===== src/rtl/fifo_pkg.sv =====
// Shared definitions for the FIFO bank schedulers: defaults and FSM encodings.
package fifo_pkg;

    localparam int unsigned DEF_N_QUEUES = 4;
    localparam int unsigned DEF_DATA_W   = 10;
    localparam int unsigned DEF_UMB_W    = 3;
    localparam int unsigned STATE_W      = 3;

    typedef enum logic [STATE_W-1:0] {
        ST_RESET  = 3'b001,
        ST_INIT   = 3'b010,
        ST_IDLE   = 3'b011,
        ST_ACTIVE = 3'b100
    } state_e;

endpackage


===== src/rtl/fifo_rr_sched_if.sv =====
// Bus between the scheduler, the input FIFOs (pop side) and the output FIFO (push side).
interface fifo_rr_sched_if
    import fifo_pkg::*;
#(
    parameter int unsigned N_QUEUES = DEF_N_QUEUES,
    parameter int unsigned DATA_W   = DEF_DATA_W
);

    logic [N_QUEUES-1:0]        fifo_empty;
    logic [N_QUEUES*DATA_W-1:0] fifo_data;
    logic [N_QUEUES-1:0]        fifo_pop;
    logic                       out_alm_full;
    logic                       out_push;
    logic [DATA_W-1:0]          out_data;

    // Scheduler side
    modport master (
        input  fifo_empty, fifo_data, out_alm_full,
        output fifo_pop, out_push, out_data
    );

    // FIFO bank side
    modport slave (
        output fifo_empty, fifo_data, out_alm_full,
        input  fifo_pop, out_push, out_data
    );

endinterface


===== src/rtl/fifo_rr_sched_rr_arbiter.sv =====
// Combinational round-robin picker: first requester after 'last', wrapping modulo N.
module rr_arbiter
    import fifo_pkg::*;
#(
    parameter  int unsigned N     = DEF_N_QUEUES,
    localparam int unsigned IDX_W = $clog2(N)
) (
    input  logic [N-1:0]     req,
    input  logic [IDX_W-1:0] last,
    output logic [N-1:0]     gnt_c,
    output logic [IDX_W-1:0] gnt_idx_c,
    output logic             gnt_vld_c
);

    // Scan last+1 .. last+N; the first hit wins and later hits are ignored.
    always_comb begin
        gnt_vld_c = 1'b0;
        gnt_idx_c = '0;
        for (int unsigned k = 1; k <= N; k++) begin
            if (!gnt_vld_c && req[(32'(last) + k) % N]) begin
                gnt_vld_c = 1'b1;
                gnt_idx_c = IDX_W'((32'(last) + k) % N);
            end
        end
        gnt_c = gnt_vld_c ? (N'(1) << gnt_idx_c) : '0;
    end

endmodule


===== src/rtl/fifo_rr_sched.sv =====
// Round-robin pop scheduler: programs FIFO thresholds, then drains input FIFOs into the output FIFO.
module fifo_rr_sched
    import fifo_pkg::*;
#(
    parameter int unsigned N_QUEUES = DEF_N_QUEUES,
    parameter int unsigned DATA_W   = DEF_DATA_W,
    parameter int unsigned UMB_W    = DEF_UMB_W
) (
    input  logic                 clk,
    input  logic                 rst,
    input  logic                 init,
    input  logic [UMB_W-1:0]     umbral_alto_in,
    input  logic [UMB_W-1:0]     umbral_bajo_in,
    fifo_rr_sched_if.master      bus,
    output logic [UMB_W-1:0]     umbral_alto,
    output logic [UMB_W-1:0]     umbral_bajo,
    output logic [STATE_W-1:0]   state,
    output logic                 idle
);

    localparam int unsigned IDX_W = $clog2(N_QUEUES);

    state_e             state_q, state_d;
    logic               idle_q, idle_d;
    logic [IDX_W-1:0]   last_q, last_d;
    logic               out_push_q, out_push_d;
    logic [DATA_W-1:0]  out_data_q, out_data_d;
    logic [UMB_W-1:0]   alto_q, alto_d;
    logic [UMB_W-1:0]   bajo_q, bajo_d;

    logic [N_QUEUES-1:0] req_c;
    logic [N_QUEUES-1:0] arb_gnt_c;
    logic [IDX_W-1:0]    arb_idx_c;
    logic                arb_vld_c;
    logic                grant_c;
    logic                any_req_c;

    assign req_c     = ~bus.fifo_empty;
    assign any_req_c = |req_c;

    rr_arbiter #(
        .N         (N_QUEUES)
    ) u_arb (
        .req       (req_c),
        .last      (last_q),
        .gnt_c     (arb_gnt_c),
        .gnt_idx_c (arb_idx_c),
        .gnt_vld_c (arb_vld_c)
    );

    // FSM state register
    always_ff @(posedge clk or posedge rst) begin
        if (rst) begin
            state_q <= ST_RESET;
            idle_q  <= 1'b0;
        end else begin
            state_q <= state_d;
            idle_q  <= idle_d;
        end
    end

    // Next-state logic; init always takes priority over draining
    always_comb begin
        state_d = state_q;
        unique case (state_q)
            ST_RESET:  state_d = ST_INIT;
            ST_INIT:   if (!init) state_d = ST_IDLE;
            ST_IDLE: begin
                if (init)           state_d = ST_INIT;
                else if (any_req_c) state_d = ST_ACTIVE;
            end
            ST_ACTIVE: begin
                if (init)                           state_d = ST_INIT;
                else if (!any_req_c && !out_push_q) state_d = ST_IDLE;
            end
            default:   state_d = ST_RESET;
        endcase
    end

    // Grant, push path, pointer and threshold next values
    always_comb begin
        grant_c      = (state_q == ST_ACTIVE) && !bus.out_alm_full && !init && arb_vld_c;
        bus.fifo_pop = grant_c ? arb_gnt_c : '0;
        last_d       = grant_c ? arb_idx_c : last_q;
        out_push_d   = grant_c;
        out_data_d   = grant_c ? bus.fifo_data[32'(arb_idx_c) * DATA_W +: DATA_W] : '0;
        alto_d       = (state_q == ST_INIT) ? umbral_alto_in : alto_q;
        bajo_d       = (state_q == ST_INIT) ? umbral_bajo_in : bajo_q;
        idle_d       = (state_d == ST_IDLE);
    end

    // Datapath registers; the round-robin pointer resets so queue 0 wins first
    always_ff @(posedge clk or posedge rst) begin
        if (rst) begin
            last_q     <= IDX_W'(N_QUEUES - 1);
            out_push_q <= 1'b0;
            out_data_q <= '0;
            alto_q     <= '0;
            bajo_q     <= '0;
        end else begin
            last_q     <= last_d;
            out_push_q <= out_push_d;
            out_data_q <= out_data_d;
            alto_q     <= alto_d;
            bajo_q     <= bajo_d;
        end
    end

    assign bus.out_push = out_push_q;
    assign bus.out_data = out_data_q;
    assign umbral_alto  = alto_q;
    assign umbral_bajo  = bajo_q;
    assign state        = state_q;
    assign idle         = idle_q;

endmodule

===== src/flat_wrapper.sv =====
// flat-port wrapper written by rule: the top's interface ports become plain ports
module fifo_rr_sched_flat import fifo_pkg::*;
#(
    parameter int unsigned N_QUEUES = DEF_N_QUEUES,
    parameter int unsigned DATA_W   = DEF_DATA_W,
    parameter int unsigned UMB_W    = DEF_UMB_W
)
  (clk, rst, init, umbral_alto_in, umbral_bajo_in, umbral_alto, umbral_bajo, state, idle, bus_fifo_empty, bus_fifo_data, bus_out_alm_full, bus_fifo_pop, bus_out_push, bus_out_data);
  fifo_rr_sched_if #(.N_QUEUES(N_QUEUES), .DATA_W(DATA_W)) bus_i ();
  input  logic clk;
  input  logic rst;
  input  logic init;
  input  logic [UMB_W-1:0] umbral_alto_in;
  input  logic [UMB_W-1:0] umbral_bajo_in;
  output logic [UMB_W-1:0] umbral_alto;
  output logic [UMB_W-1:0] umbral_bajo;
  output logic [STATE_W-1:0] state;
  output logic idle;
  input wire logic [$bits(bus_i.fifo_empty)-1:0] bus_fifo_empty;
  input wire logic [$bits(bus_i.fifo_data)-1:0] bus_fifo_data;
  input wire logic [$bits(bus_i.out_alm_full)-1:0] bus_out_alm_full;
  output wire logic [$bits(bus_i.fifo_pop)-1:0] bus_fifo_pop;
  output wire logic [$bits(bus_i.out_push)-1:0] bus_out_push;
  output wire logic [$bits(bus_i.out_data)-1:0] bus_out_data;
  assign bus_i.fifo_empty = bus_fifo_empty;
  assign bus_i.fifo_data = bus_fifo_data;
  assign bus_i.out_alm_full = bus_out_alm_full;
  assign bus_fifo_pop = bus_i.fifo_pop;
  assign bus_out_push = bus_i.out_push;
  assign bus_out_data = bus_i.out_data;
  fifo_rr_sched #(.N_QUEUES(N_QUEUES), .DATA_W(DATA_W), .UMB_W(UMB_W)) u_core (.clk(clk), .rst(rst), .init(init), .umbral_alto_in(umbral_alto_in), .umbral_bajo_in(umbral_bajo_in), .bus(bus_i), .umbral_alto(umbral_alto), .umbral_bajo(umbral_bajo), .state(state), .idle(idle));
endmodule

===== config.mk =====
export PLATFORM = sky130hd
export DESIGN_NAME = fifo_rr_sched_flat
export DESIGN_NICKNAME = d
export VERILOG_FILES = /design/src/rtl/fifo_pkg.sv /design/src/rtl/fifo_rr_sched_if.sv /design/src/rtl/fifo_rr_sched_rr_arbiter.sv /design/src/rtl/fifo_rr_sched.sv /design/src/flat_wrapper.sv
export SDC_FILE = /design/constraint.sdc
export NUM_CORES = 1
export LEC_CHECK = 0
export BUFFER_PORTS_ARGS = -buffer_cell sky130_fd_sc_hd__buf_4
export CORE_ASPECT_RATIO = 1.1
export CORE_MARGIN = 2
export CORE_UTILIZATION = 41
export DETAILED_ROUTE_END_ITERATION = 10
export GPL_TIMING_DRIVEN = 0
export MAX_ROUTING_LAYER = met4
export PLACE_DENSITY = 0.78
export SYNTH_ARGS = -nofsm -noshare
export SYNTH_HDL_FRONTEND = slang
export SYNTH_SLANG_ARGS = --single-unit

===== constraint.sdc =====
create_clock -name clk -period 2.3 [get_ports clk]
set_clock_uncertainty 0.05 [all_clocks]
set_input_delay 0.115 -clock clk [delete_from_list [all_inputs] [get_ports clk]]
set_output_delay 0.115 -clock clk [all_outputs]
set_load 0.02 [all_outputs]

# After elaboration in Yosys (flattened, before gate mapping)
# Index checks and enable logic that the tools add are counted.
# word_totals
reg_bits,23
word_cells,64
output_inout_bits,25
# op_classes
n_shift,2
bitwise,1
eq_ne,5
reduce_logical,15
magnitude_cmp,4
mux,25
addsub,4
mul,1
# op_table
op,count
$shiftx A40 B7 Y10,1
$mux W3,5
$lt A2 B3 Y1 const B,4
$pmux W3 S4,1
$mux W10,1
$eq A3 B2 Y1 const B,3
$bmux W1 S2,4
$mux W1,8
$mux W2,4
$mux W4,2
$logic_and A1 B1 Y1,7
$logic_not A1 Y1,7
$mul A2 B3 Y5 const B,1
$add A2 B1 Y2 const B,2
$add A2 B2 Y2 const B,2
$not A4 Y4,1
$reduce_or A4 Y1,1
$shl A1 B2 Y4 const A,1
$eq A3 B1 Y1 const B,1
$eq A3 B3 Y1 const B,1

# Logic depth before layout (Yosys ltp)
# Gate-level depths: netlist of run 1.
# logic_depth
word_depth,16
ltp_mapped,7
ltp_nobuf,6

# Modules after synthesis
# Synthesis of run 1 repeated with hierarchy kept, for this count alone.
# unflattened
cells_unflattened,119
area_unflattened_um2,1425.1
# by_module_without_submodules
mod,area_per_inst_um2,seq_area_each_um2,instances,cells_each
fifo_rr_sched,1223.7,579.3,1,89
rr_arbiter,201.4,0.0,1,30

# Worst setup path before layout of run 1
# No wires, ideal clock.
# synth_path
kind,register -> output
start,"reg u_core.state_q[1], in the netlist u_core.state[1]"
end,out bus_fifo_pop[3]
required_ns,2.135
path_stages_with_launch,7
slack_ns,0.455
arrival_time_ns,1.680
path_buffers,1
cell_sequence,dfrtp_1 > nor2_1 > and2_1 > nand3_1 > or2_1 > buf_2 > nor2_1
# synth_between
elab_chain_cells,5
# synth_rtl
item,line,text
from (decl),fifo_rr_sched.sv:23,"state_e state_q, state_d;"
from (signal assigned),fifo_rr_sched.sv:57,state_q <= state_d;
$eq A3 B3 Y1,fifo_rr_sched.sv:82,grant_c = (state_q == ST_ACTIVE) && !bus.out_alm_full && !init && arb_vld_c;
$logic_and A1 B1 Y1 (3 in series),fifo_rr_sched.sv:82,
$mux W4,fifo_rr_sched.sv:83,bus.fifo_pop = grant_c ? arb_gnt_c : '0;
to (decl),flat_wrapper.sv:22,output wire logic [$bits(bus_i.fifo_pop)-1:0] bus_fifo_pop;
# No other way between the ends.

# Worst setup path after layout of run 1
# layout_path
start,reg u_core.last_q[1]
end,out bus_fifo_pop[3]
# layout_between
elab_chain_cells,16
# layout_rtl
item,line,text
from (decl),fifo_rr_sched.sv:25,"logic [IDX_W-1:0] last_q, last_d;"
from (signal assigned),fifo_rr_sched.sv:95,last_q <= IDX_W'(N_QUEUES - 1);
from (signal assigned),fifo_rr_sched.sv:101,last_q <= last_d;
$add A2 B1 Y2,"fifo_rr_sched_rr_arbiter.sv:20, fifo_rr_sched_rr_arbiter.sv:22",
$bmux W1 S2,fifo_rr_sched_rr_arbiter.sv:20,if (!gnt_vld_c && req[(32'(last) + k) % N]) begin
$mux W1 (not written as such),fifo_rr_sched_rr_arbiter.sv:20,
$mux W1,fifo_rr_sched_rr_arbiter.sv:20,
$logic_not A1 Y1,fifo_rr_sched_rr_arbiter.sv:20,
$logic_and A1 B1 Y1,fifo_rr_sched_rr_arbiter.sv:20,
$mux W1,fifo_rr_sched_rr_arbiter.sv:20,
$logic_not A1 Y1,fifo_rr_sched_rr_arbiter.sv:20,
$logic_and A1 B1 Y1,fifo_rr_sched_rr_arbiter.sv:20,
$mux W1,fifo_rr_sched_rr_arbiter.sv:20,
$logic_not A1 Y1,fifo_rr_sched_rr_arbiter.sv:20,
$logic_and A1 B1 Y1,fifo_rr_sched_rr_arbiter.sv:20,
$mux W2,fifo_rr_sched_rr_arbiter.sv:20,
$shl A1 B2 Y4,fifo_rr_sched_rr_arbiter.sv:25,gnt_c = gnt_vld_c ? (N'(1) << gnt_idx_c) : '0;
$mux W4,fifo_rr_sched_rr_arbiter.sv:25,
$mux W4 *,fifo_rr_sched.sv:83,
# Mark *: on every way between the ends. The rest lies on a longest branch, timed or not. The select of a mux whose other input is x is not followed.

==> results_dict.tcl, run 1 <==
set metrics [dict create \
    grt_overflow 0 \
    routed-via-count 1215 \
    hold_class "primary input to flop" \
    cp_num_buf_inv 3 \
    core_area_um2 2780 \
    critical_path.cell_chain "buf_4 -> mux2_1 -> o21ai_2 -> a21oi_4 -> buf_4 -> nor2_1 -> buf_4" \
    crit_path_end_kind "output port" \
    grt_pass1_vias 1167 \
    status "finished clean" \
    maxSlewHeadroom_pct 42.8 \
    ys_warn_count 0 \
    wl_per_cell_um 12.8 \
    clock.fmax_mhz 463 \
    p_total_w 0.00177 \
    ys_top_cells_by_area "dfrtp_1, mux2i_1, dfstp_2" \
    crit_type "flop to output port" \
    synth_top_area_cell "dfrtp_1" \
    ir_drop_mv 0.557 \
    cp.arrival_ns 2.00 \
    grt_pass1_wl_um 4870 \
    die_w_um 55.8 \
    crit_top_cell "buf_4" \
    die_area_um2 3400 \
    gp_congestion 0.739 \
    num_io_pins 79 \
    htreeDepth 1 \
    drive_gt1_share_pct 49.1 \
    layout.nets 267 \
    cp_slowest_cell "dfstp_2" \
    postSynthAreaPerCell_um2 10.9 \
    synth_cells 111 \
    report.final.setup_viol 0 \
    wl_um 3130 \
    p_leak_nw 1.06 \
    area_growth_pct 68.1 \
    startpoint_type "flop" \
    antenna_found_initial 0 \
    ctsLongestPathBuffers 2 \
    numPortBuffers 78 \
    synth.distinct_cells 27 \
    critPathMaxFanout 8 \
    finalCritPeriodShare_pct 94.0 \
    critPathMaxStageDelay_ns 0.58 \
    syn_area_um2 1210 \
    period_minus_slack_ns 2.16 \
    final-hold-violation-count 0 \
    grt_setup_unrepaired "false" \
    ys_seq_area_share_pct 47.9 \
    diodes 0 \
    drtIter0Drc 23 \
    grt_max_degree 24 \
    slew_viol_final 0 \
    mostFrequentLayoutCell "buf_4" \
    layout_common_cells "buf_4, mux2i_1, dfrtp_1, o22ai_1, nor2_1" \
    clk_latency_ns 0.30 \
    syn_nets 165 \
    cts_tree "done" \
    gr-usage-all-layers_pct 18.8 \
    ys_seq_elements 23 \
    powerDensity_nw_per_um2 869 \
    tns_ns 0 \
    initial_utilization_pct 43.6 \
    via_per_inst 4.96 \
    cts-root-buf "clkbuf_4" \
    cp_top_family "flip-flops" \
    drtAntennaViolNets 0 \
    firstDrtPassIters 4 \
    crit_required_ns 2.13 \
    cts_buffers 3 \
    drc 0 \
    die_h_um 61.0 \
    cts.sinks 23 \
    fp-row-count 20 \
    place_hpwl_um 2390 \
    synth_top_cell_area_share_pct 41.4 \
    maxCapViolations 0 \
    worstMarginPinSlew_ns 0.858 \
    clk_pin_slew_worst_paths_ns 0.12 \
]
==> worst paths after layout <==
check                                                   endpoint  depth (start not counted)  slack [ns]                          from
max in group asynchronous       u_core.bus.out_data[4]$_DFF_PP0_                          3        1.17                           rst
worst min-delay path            u_core.bus.out_data[2]$_DFF_PP0_                          3        0.05             bus_fifo_data[32]
worst max-delay path                             bus_fifo_pop[3]                          7        0.14  u_core.last_q[1]$_DFFE_PP1P_
min in group asynchronous          u_core.bus.out_push$_DFF_PP0_                          3        0.51                           rst
worst max register to register  u_core.bus.out_data[6]$_DFF_PP0_                          8        0.26  u_core.last_q[1]$_DFFE_PP1P_
worst min register to register      u_core.last_q[1]$_DFFE_PP1P_                          2        0.44  u_core.last_q[1]$_DFFE_PP1P_
==> state kept, by name (all words and copies together), names as in the netlist <==
register             flops
u_core.bus.out_push      1
u_core.idle              1
u_core.last_q            2
u_core.umbral_alto       3
u_core.state             3
u_core.bus.out_data     10
u_core.umbral_bajo       3
==> where the power goes <==
| group | total, W | internal (W) | switching, W |
|---|---|---|---|
| sequential | 0.000610 | 0.000529 | 0.0000815 |
| combinational | 0.000982 | 0.000536 | 0.000445 |
| clock | 0.000177 | 0.0000648 | 0.000112 |
==> layer usage <==
metal	track usage [%]	share of wire, %
met1	21.6	42
met2	33.5	50
met3	2.99	7.0
met4	7.32	0.54
met5	-	0
==> synth_stat cells, drive strengths merged <==
| cell | count |
|---|---|
| inv | 4 |
| and3 | 1 |
| dfrtp | 20 |
| o22ai | 12 |
| nor2 | 11 |
| or2 | 1 |
| o311a | 1 |
| dfstp | 3 |
| nand2 | 6 |
| buf | 3 |
| a21oi | 2 |
| nand4 | 1 |
| nand3 | 2 |
| and2 | 1 |
| nor2b | 4 |
| nand3b | 1 |
| mux2i | 20 |
| o21ai | 7 |
| clkbuf | 2 |
| a22oi | 1 |
| a221oi | 1 |
| mux2 | 7 |
==> stage by stage <==
step	hold slack, ns	cells	instance area (um2)	util (%)	setup WS [ns]
after floorplan	0.0647	111	1210	-	0.455
after global placement	0.266	222	1840	66.1	0.404
after detailed placement	0.270	222	1840	66.1	0.345
after CTS	0.0393	234	1940	70.0	0.00565
after global routing	0.0287	245	2030	73.2	0.0198
final	0.0497	245	2030	73.2	0.138
==> logic make-up (layout without fill, tap and decap cells) <==
kind of cell | Yosys count | in the layout | share of synthesized area (%)
flip-flops | 23 | 23 | 47.9
AO/OA/AOI/OAI | 24 | 24 | 13.3
multiplexers | 27 | 27 | 23.1
AND/OR/NAND/NOR | 28 | 28 | 10.9
buffers and inverters | 9 | 110 | 4.86
==> repair_timing <==
item                                   CTS  global route
gates resized for setup                  0             5
setup endpoints to repair                0             4
hold buffers                             8             0
setup buffers                            0            12
endpoints found under the hold margin   29             0
==> area by class of cell <==
cell class	count	area [um2]
Timing Repair Buffer	98	756
Clock inverter	1	5.00
Multi-Input combinational cell	79	579
Tap cell	33	41.3
Sequential cell	23	579
Fill cell	193	743
Inverter	4	15.0
Buffer	4	36.3
Clock buffer	3	22.5
==> worst reg2reg max path: stages (launching register included) <==
cell	delay, ns
dfstp_2	0.58
buf_4	0.11
mux2_1	0.33
o21ai_2	0.19
a21oi_4	0.08
buf_4	0.17
buf_12	0.14
mux2i_1	0.11
o22ai_1	0.19
(Power assumes the default switching activity.)
==> run 2, diff against run 1 <==
- PLACE_DENSITY: 0.78 -> 0.75
- SETUP_SLACK_MARGIN: not set -> 0.02
- SYNTH_HIERARCHICAL: not set -> 1
==> run 2 against run 1 <==
Die area up 17%; global-route usage up 0.22 points; critical path depth unchanged; utilization down 7.1 points; via count up 6.3%; first-iteration DRC count up 87%; worst hold slack better by 0.064 ns; synthesized area up 18%; design area up 8.3%; critical path type is now flop to flop; critical endpoint is now u_core/bus.out_data[5]$_DFF_PP0_; largest power group unchanged; highest routed layer unchanged.
==> results_dict.tcl, run 2 <==
set metrics [dict create \
    status "finished clean" \
    maxCapViolations 0 \
    worstMarginPinSlew_ns 0.809 \
    fin_area_um2 2200 \
    finalCritPeriodShare_pct 94.7 \
    grt_setup_unrepaired "false" \
    layout.nets 266 \
    syn_nets 173 \
    wl_um 3560 \
    placed_cell_area_um2 2070 \
    ys_top_cells_by_area "dfrtp_1, mux4_2, mux2_4" \
    firstDrtPassIters 4 \
    final-hold-violation-count 0 \
    maxSlewHeadroom_pct 46.0 \
    core_area_um2 3330 \
    cts-root-buf "clkbuf_4" \
    startpoint_type "flop" \
    cp.arrival_ns 2.32 \
    num_io_pins 79 \
    rr_startpoint "u_core/last_q[1]$_DFFE_PP1P_" \
    gp_congestion 0.822 \
    synth_cells 119 \
    die_h_um 65.8 \
    p_clk_share_pct 9.6 \
    synth.distinct_cells 41 \
    yosysMostFrequentCell "dfrtp_1" \
    hold_class "primary input to flop" \
    slew_viol_final 0 \
    instances_no_fill 259 \
    drtIter0Drc 43 \
    wl_per_cell_um 13.8 \
    crit_path_end_kind "flop" \
    ys_seq_elements 23 \
    p_int_w 0.00116 \
    switchingPower_w 0.000646 \
    area_growth_pct 54.6 \
    hold_start "bus_out_alm_full" \
    hold_path_end "u_core/bus.out_data[9]$_DFF_PP0_" \
    placedCellCount 245 \
    crit_type "flop to flop" \
    powerDensity_nw_per_um2 821 \
    hold_path_depth 3 \
    drc 0 \
    numPortBuffers 78 \
    crit_required_ns 2.45 \
    cts_tree "done" \
    initial_utilization_pct 42.8 \
    largest_reg_flops 10 \
    rr_worst_depth 7 \
    clk_pin_slew_worst_paths_ns 0.12 \
    drive_gt1_share_pct 57.3 \
    p_comb_share_pct 55.4 \
    p_sw_share_pct 35.7 \
    rrSetupSlack_ns 0.12 \
    layout_common_cells "buf_4, dfrtp_1, nor2_1, nor2b_1, inv_1" \
    drtAntennaViolNets 0 \
    mostFrequentLayoutCell "buf_4" \
    report.final.setup_viol 0 \
    yosys_most_used_dff "dfrtp_1" \
    synth_top_cell_area_share_pct 35.1 \
    gr-usage-all-layers_pct 19.0 \
    clock.fmax_mhz 459 \
    grt_pass1_wl_um 5520 \
    postSynthAreaPerCell_um2 12.0 \
    diodes 0 \
    critPathMaxFanout 10 \
    fp-row-count 22 \
    ys_warn_count 6 \
    p_leak_nw 1.11 \
    place_hpwl_um 2840 \
    period_minus_slack_ns 2.18 \
    grt_overflow 0 \
    ir_drop_mv 0.354 \
    seqPwrFrac_pct 35.1 \
    grt_max_degree 24 \
    cts_buffers 3 \
    holdWs_ns 0.114 \
    grt_pass1_vias 1243 \
    timing.rr.end "u_core/bus.out_data[5]$_DFF_PP0_" \
    die_area_um2 3960 \
    htreeDepth 1 \
    syn_area_um2 1430 \
    routed-via-count 1292 \
    synthArstFlopShare_pct 100 \
    ctsLongestPathBuffers 2 \
    cts.sinks 23 \
    synth_top_area_cell "dfrtp_1" \
    synthTopCellsByCount "dfrtp_1, inv_1, nor2_1, nor2b_1, mux4_2" \
    via_per_inst 4.99 \
    die_w_um 60.2 \
    tns_ns 0 \
    synth_edf_count 0 \
    ys_seq_area_share_pct 40.6 \
    antenna_found_initial 0 \
    fin_util_pct 66.2 \
    clk_latency_ns 0.30 \
]
-- run 2: logic make-up after synthesis --
kind of cell           synth area share (%)
AND/OR/NAND/NOR                        19.5
flip-flops                             40.7
multiplexers                           24.2
buffers and inverters                  5.97
AO/OA/AOI/OAI                          9.04
XOR/XNOR                              0.615
-- run 2: cell type report --
class | count | area [um2]
buffer | 5 | 40.0
sequential | 23 | 579
timing repair buffer | 88 | 681
inverter | 13 | 48.8
tap | 48 | 60.1
multi-input combinational | 78 | 767
fill | 274 | 1130
clock inverter | 1 | 5.00
clock buffer | 3 | 22.5
-- run 2: how the worst max path moves through the flow --
stage | start | end | slack [ns] | cells past startpoint
finish | u_core/last_q[1]$_DFFE_PP1P_ | u_core/bus.out_data[5]$_DFF_PP0_ | 0.12 | 7
global route | u_core/last_q[1]$_DFFE_PP1P_ | u_core/bus.out_data[8]$_DFF_PP0_ | 0.06 | 7
CTS | u_core/last_q[1]$_DFFE_PP1P_ | u_core/bus.out_data[4]$_DFF_PP0_ | 0.07 | 7
detailed placement | u_core/last_q[1]$_DFFE_PP1P_ | u_core/bus.out_data[4]$_DFF_PP0_ | -0.03 | 7
global placement | u_core/last_q[1]$_DFFE_PP1P_ | u_core/bus.out_data[4]$_DFF_PP0_ | -0.02 | 7
floorplan | u_core/last_q[1]$_DFFE_PP1P_ | u_core/bus.out_data[0]$_DFF_PP0_ | 0.16 | 7
-- run 2: per-layer routing --
metal,vias up,share of wire (%),track usage [%]
met3,6,5.4,1.76
met5,-,0,-
met4,0,1.6,5.83
met2,57,55,34.0
met1,618,38,22.4
li1,611,-,-
-- run 2: power groups by stage --
stage	combinational, W	sequential (W)	clock, W
floorplan	0.000569	0.000729	0
global placement	0.000943	0.000632	0
CTS	0.000987	0.000634	0.000178
global route	0.00108	0.000652	0.000206
finish	0.00100	0.000634	0.000173
detailed placement	0.000962	0.000641	0
-- run 2: metrics by stage --
step	total power (W)	worst slack (ns)
after floorplan	0.00130	0.158
after global placement	0.00157	-0.0199
after detailed placement	0.00160	-0.0251
after CTS	0.00180	0.0683
after global routing	0.00194	0.0588
final	0.00181	0.122
-- run 2: timing repair --
item                       4_1_cts  5_1_grt
resized for setup                2        2
gates cloned                     0        1
hold buffers                     8        0
buffers inserted                 0        1
pin swaps                        0        1
hold endpoints to repair        27        0
setup endpoints to repair        9        9
-- run 2: worst max-delay path, stage by stage, from the launching register on --
cell and delay [ns]:
dfstp_2 0.55, buf_2 0.19, nand2b_1 0.13, a22oi_1 0.07, o221ai_2 0.23, buf_4 0.22
mux4_2 0.49, nor2b_1 0.14
==> run 3, diff against run 2 <==
- CTS_CLUSTER_SIZE: not set -> 20
- REMOVE_ABC_BUFFERS: not set -> 1
==> run 3 against run 2 <==
Wire length shrank 6.8%; design area down 0.57%; sequential share of layout area is 0.15 points higher; flip-flop and latch count unchanged; sequential power rose by 2%; non-clock buffer count shrank 6; clock-buffer cell count is the same; via count is 5.7% lower; worst hold slack improved by 0.049 ns; utilization shrank 0.38 points.
==> results_dict.tcl, run 3 (synthesis results as in run 2) <==
set metrics [dict create \
    status "finished clean" \
    seqPwrFrac_pct 35.6 \
    hold_path_depth 3 \
    htreeDepth 1 \
    clock.fmax_mhz 461 \
    rr_worst_depth 4 \
    clk_latency_ns 0.30 \
    p_clk_share_pct 9.7 \
    met1_usage_pct 19.4 \
    grt_setup_unrepaired "false" \
    p_comb_share_pct 54.7 \
    period_minus_slack_ns 2.17 \
    die_w_um 60.2 \
    firstDrtPassIters 4 \
    rrSetupSlack_ns 0.13 \
    mostFrequentLayoutCell "buf_4" \
    cts_buffers 3 \
    area_growth_pct 53.7 \
    report.final.setup_viol 0 \
    crit_path_end_kind "flop" \
    num_io_pins 79 \
    timing.rr.end "u_core/bus.out_data[7]$_DFF_PP0_" \
    initial_utilization_pct 42.8 \
    grt_max_degree 24 \
    maxSlewHeadroom_pct 46.6 \
    routed-via-count 1219 \
    wl_per_cell_um 13.1 \
    ctsLongestPathBuffers 2 \
    tns_ns 0 \
    die_area_um2 3960 \
    grt_pass1_wl_um 5110 \
    powerDensity_nw_per_um2 828 \
    critPathMaxFanout 11 \
    fin_util_pct 65.8 \
    crit_required_ns 2.44 \
    core_area_um2 3330 \
    top_usage_layer "met2" \
    rr_startpoint "u_core/last_q[0]$_DFFE_PP1P_" \
    hold_start "bus_out_alm_full" \
    place_ws_ns -0.226 \
    gr-usage-all-layers_pct 17.2 \
    cts_tree "done" \
    cts.sinks 23 \
    grt_overflow 0 \
    grt_pass1_vias 1222 \
    drc 0 \
    wl_um 3320 \
    drtAntennaViolNets 0 \
    largest_reg_flops 10 \
    placedCellCount 240 \
    nFillCells 257 \
    p_sw_share_pct 35.9 \
    drive_gt1_share_pct 56.1 \
    numPortBuffers 78 \
    drtIter0Drc 87 \
    cp.arrival_ns 2.31 \
    instances_no_fill 253 \
    diodes 0 \
    p_leak_nw 1.09 \
    cts-root-buf "clkbuf_4" \
    place_hpwl_um 2540 \
    layout_common_cells "buf_4, dfrtp_1, nor2_1, nor2b_1, inv_1" \
    gp_congestion 0.748 \
    layout.nets 260 \
    startpoint_type "flop" \
    slew_viol_final 0 \
    via_per_inst 4.82 \
    finalCritPeriodShare_pct 94.3 \
    ir_drop_mv 0.243 \
    antenna_found_initial 0 \
    hold_path_end "u_core/bus.out_push$_DFF_PP0_" \
    crit_type "flop to flop" \
    worstMarginPinSlew_ns 0.800 \
    fp-row-count 22 \
    die_h_um 65.8 \
    setup_slack_ns 0.132 \
    met2_usage_pct 31.5 \
    hold_class "primary input to flop" \
    clk_pin_slew_worst_paths_ns 0.12 \
    p_int_w 0.00116 \
    maxCapViolations 0 \
    gr-usage-met3_pct 1.76 \
    final-hold-violation-count 0 \
    switchingPower_w 0.000651 \
]
run 3: timing repair:
action	4_1_cts	5_1_grt
resized for setup	2	0
endpoints found under the hold margin	27	0
pin swaps	1	1
hold buffers	8	0
setup endpoints to repair	10	1
buffers inserted	1	0
run 3: metal layers:
metal | routed length [um] | up-vias
li1 | - | 599
met1 | 1280 | 558
met2 | 1740 | 60
met3 | 285 | 2
met4 | 15 | 0
met5 | 0 | -
run 3: how the worst max path moves through the flow:
stage	from	cells past startpoint	end
after global placement	u_core/last_q[1]$_DFFE_PP1P_	5	u_core/bus.out_data[9]$_DFF_PP0_
after CTS	u_core/last_q[0]$_DFFE_PP1P_	4	u_core/bus.out_data[3]$_DFF_PP0_
after global routing	u_core/last_q[0]$_DFFE_PP1P_	4	u_core/bus.out_data[7]$_DFF_PP0_
after floorplan	u_core/last_q[1]$_DFFE_PP1P_	5	u_core/bus.out_data[0]$_DFF_PP0_
final	u_core/last_q[0]$_DFFE_PP1P_	4	u_core/bus.out_data[7]$_DFF_PP0_
after detailed placement	u_core/last_q[1]$_DFFE_PP1P_	5	u_core/bus.out_data[9]$_DFF_PP0_
run 3: area by class of cell:
| cell class | instances | area (um2) | area share, % |
|---|---|---|---|
| repair buffers | 87 | 686 | 31.3 |
| well taps | 48 | 60.1 | 2.74 |
| multi-input cells | 78 | 790 | 36.0 |
| clock buffers | 3 | 22.5 | 1.03 |
| inverters | 13 | 48.8 | 2.23 |
| clock inverters | 1 | 5.00 | 0.228 |
| flip-flops and latches | 23 | 579 | 26.4 |
run 3: power by group through the flow:
stage	registers (W)	clock network [W]	logic [W]
after detailed placement	0.000654	0	0.000938
after global routing	0.000662	0.000195	0.00106
after CTS	0.000647	0.000180	0.00100
final	0.000647	0.000175	0.000993
after floorplan	0.000738	0	0.000543
after global placement	0.000639	0	0.000914
run 3: stage by stage:
step,hold slack (ns),total power (W),cell area (um2)
after global placement,0.253,0.00155,2030
after detailed placement,0.267,0.00159,2040
after floorplan,0.0647,0.00128,1390
final,0.163,0.00181,2190
after CTS,0.160,0.00183,2190
after global routing,0.182,0.00192,2190
run 3: critical path, stage by stage, from the launching register on:
cell,delay (ns)
dfstp_2,0.66
and2b_2,0.27
a221oi_4,0.54
mux4_2,0.39
nor2b_1,0.15
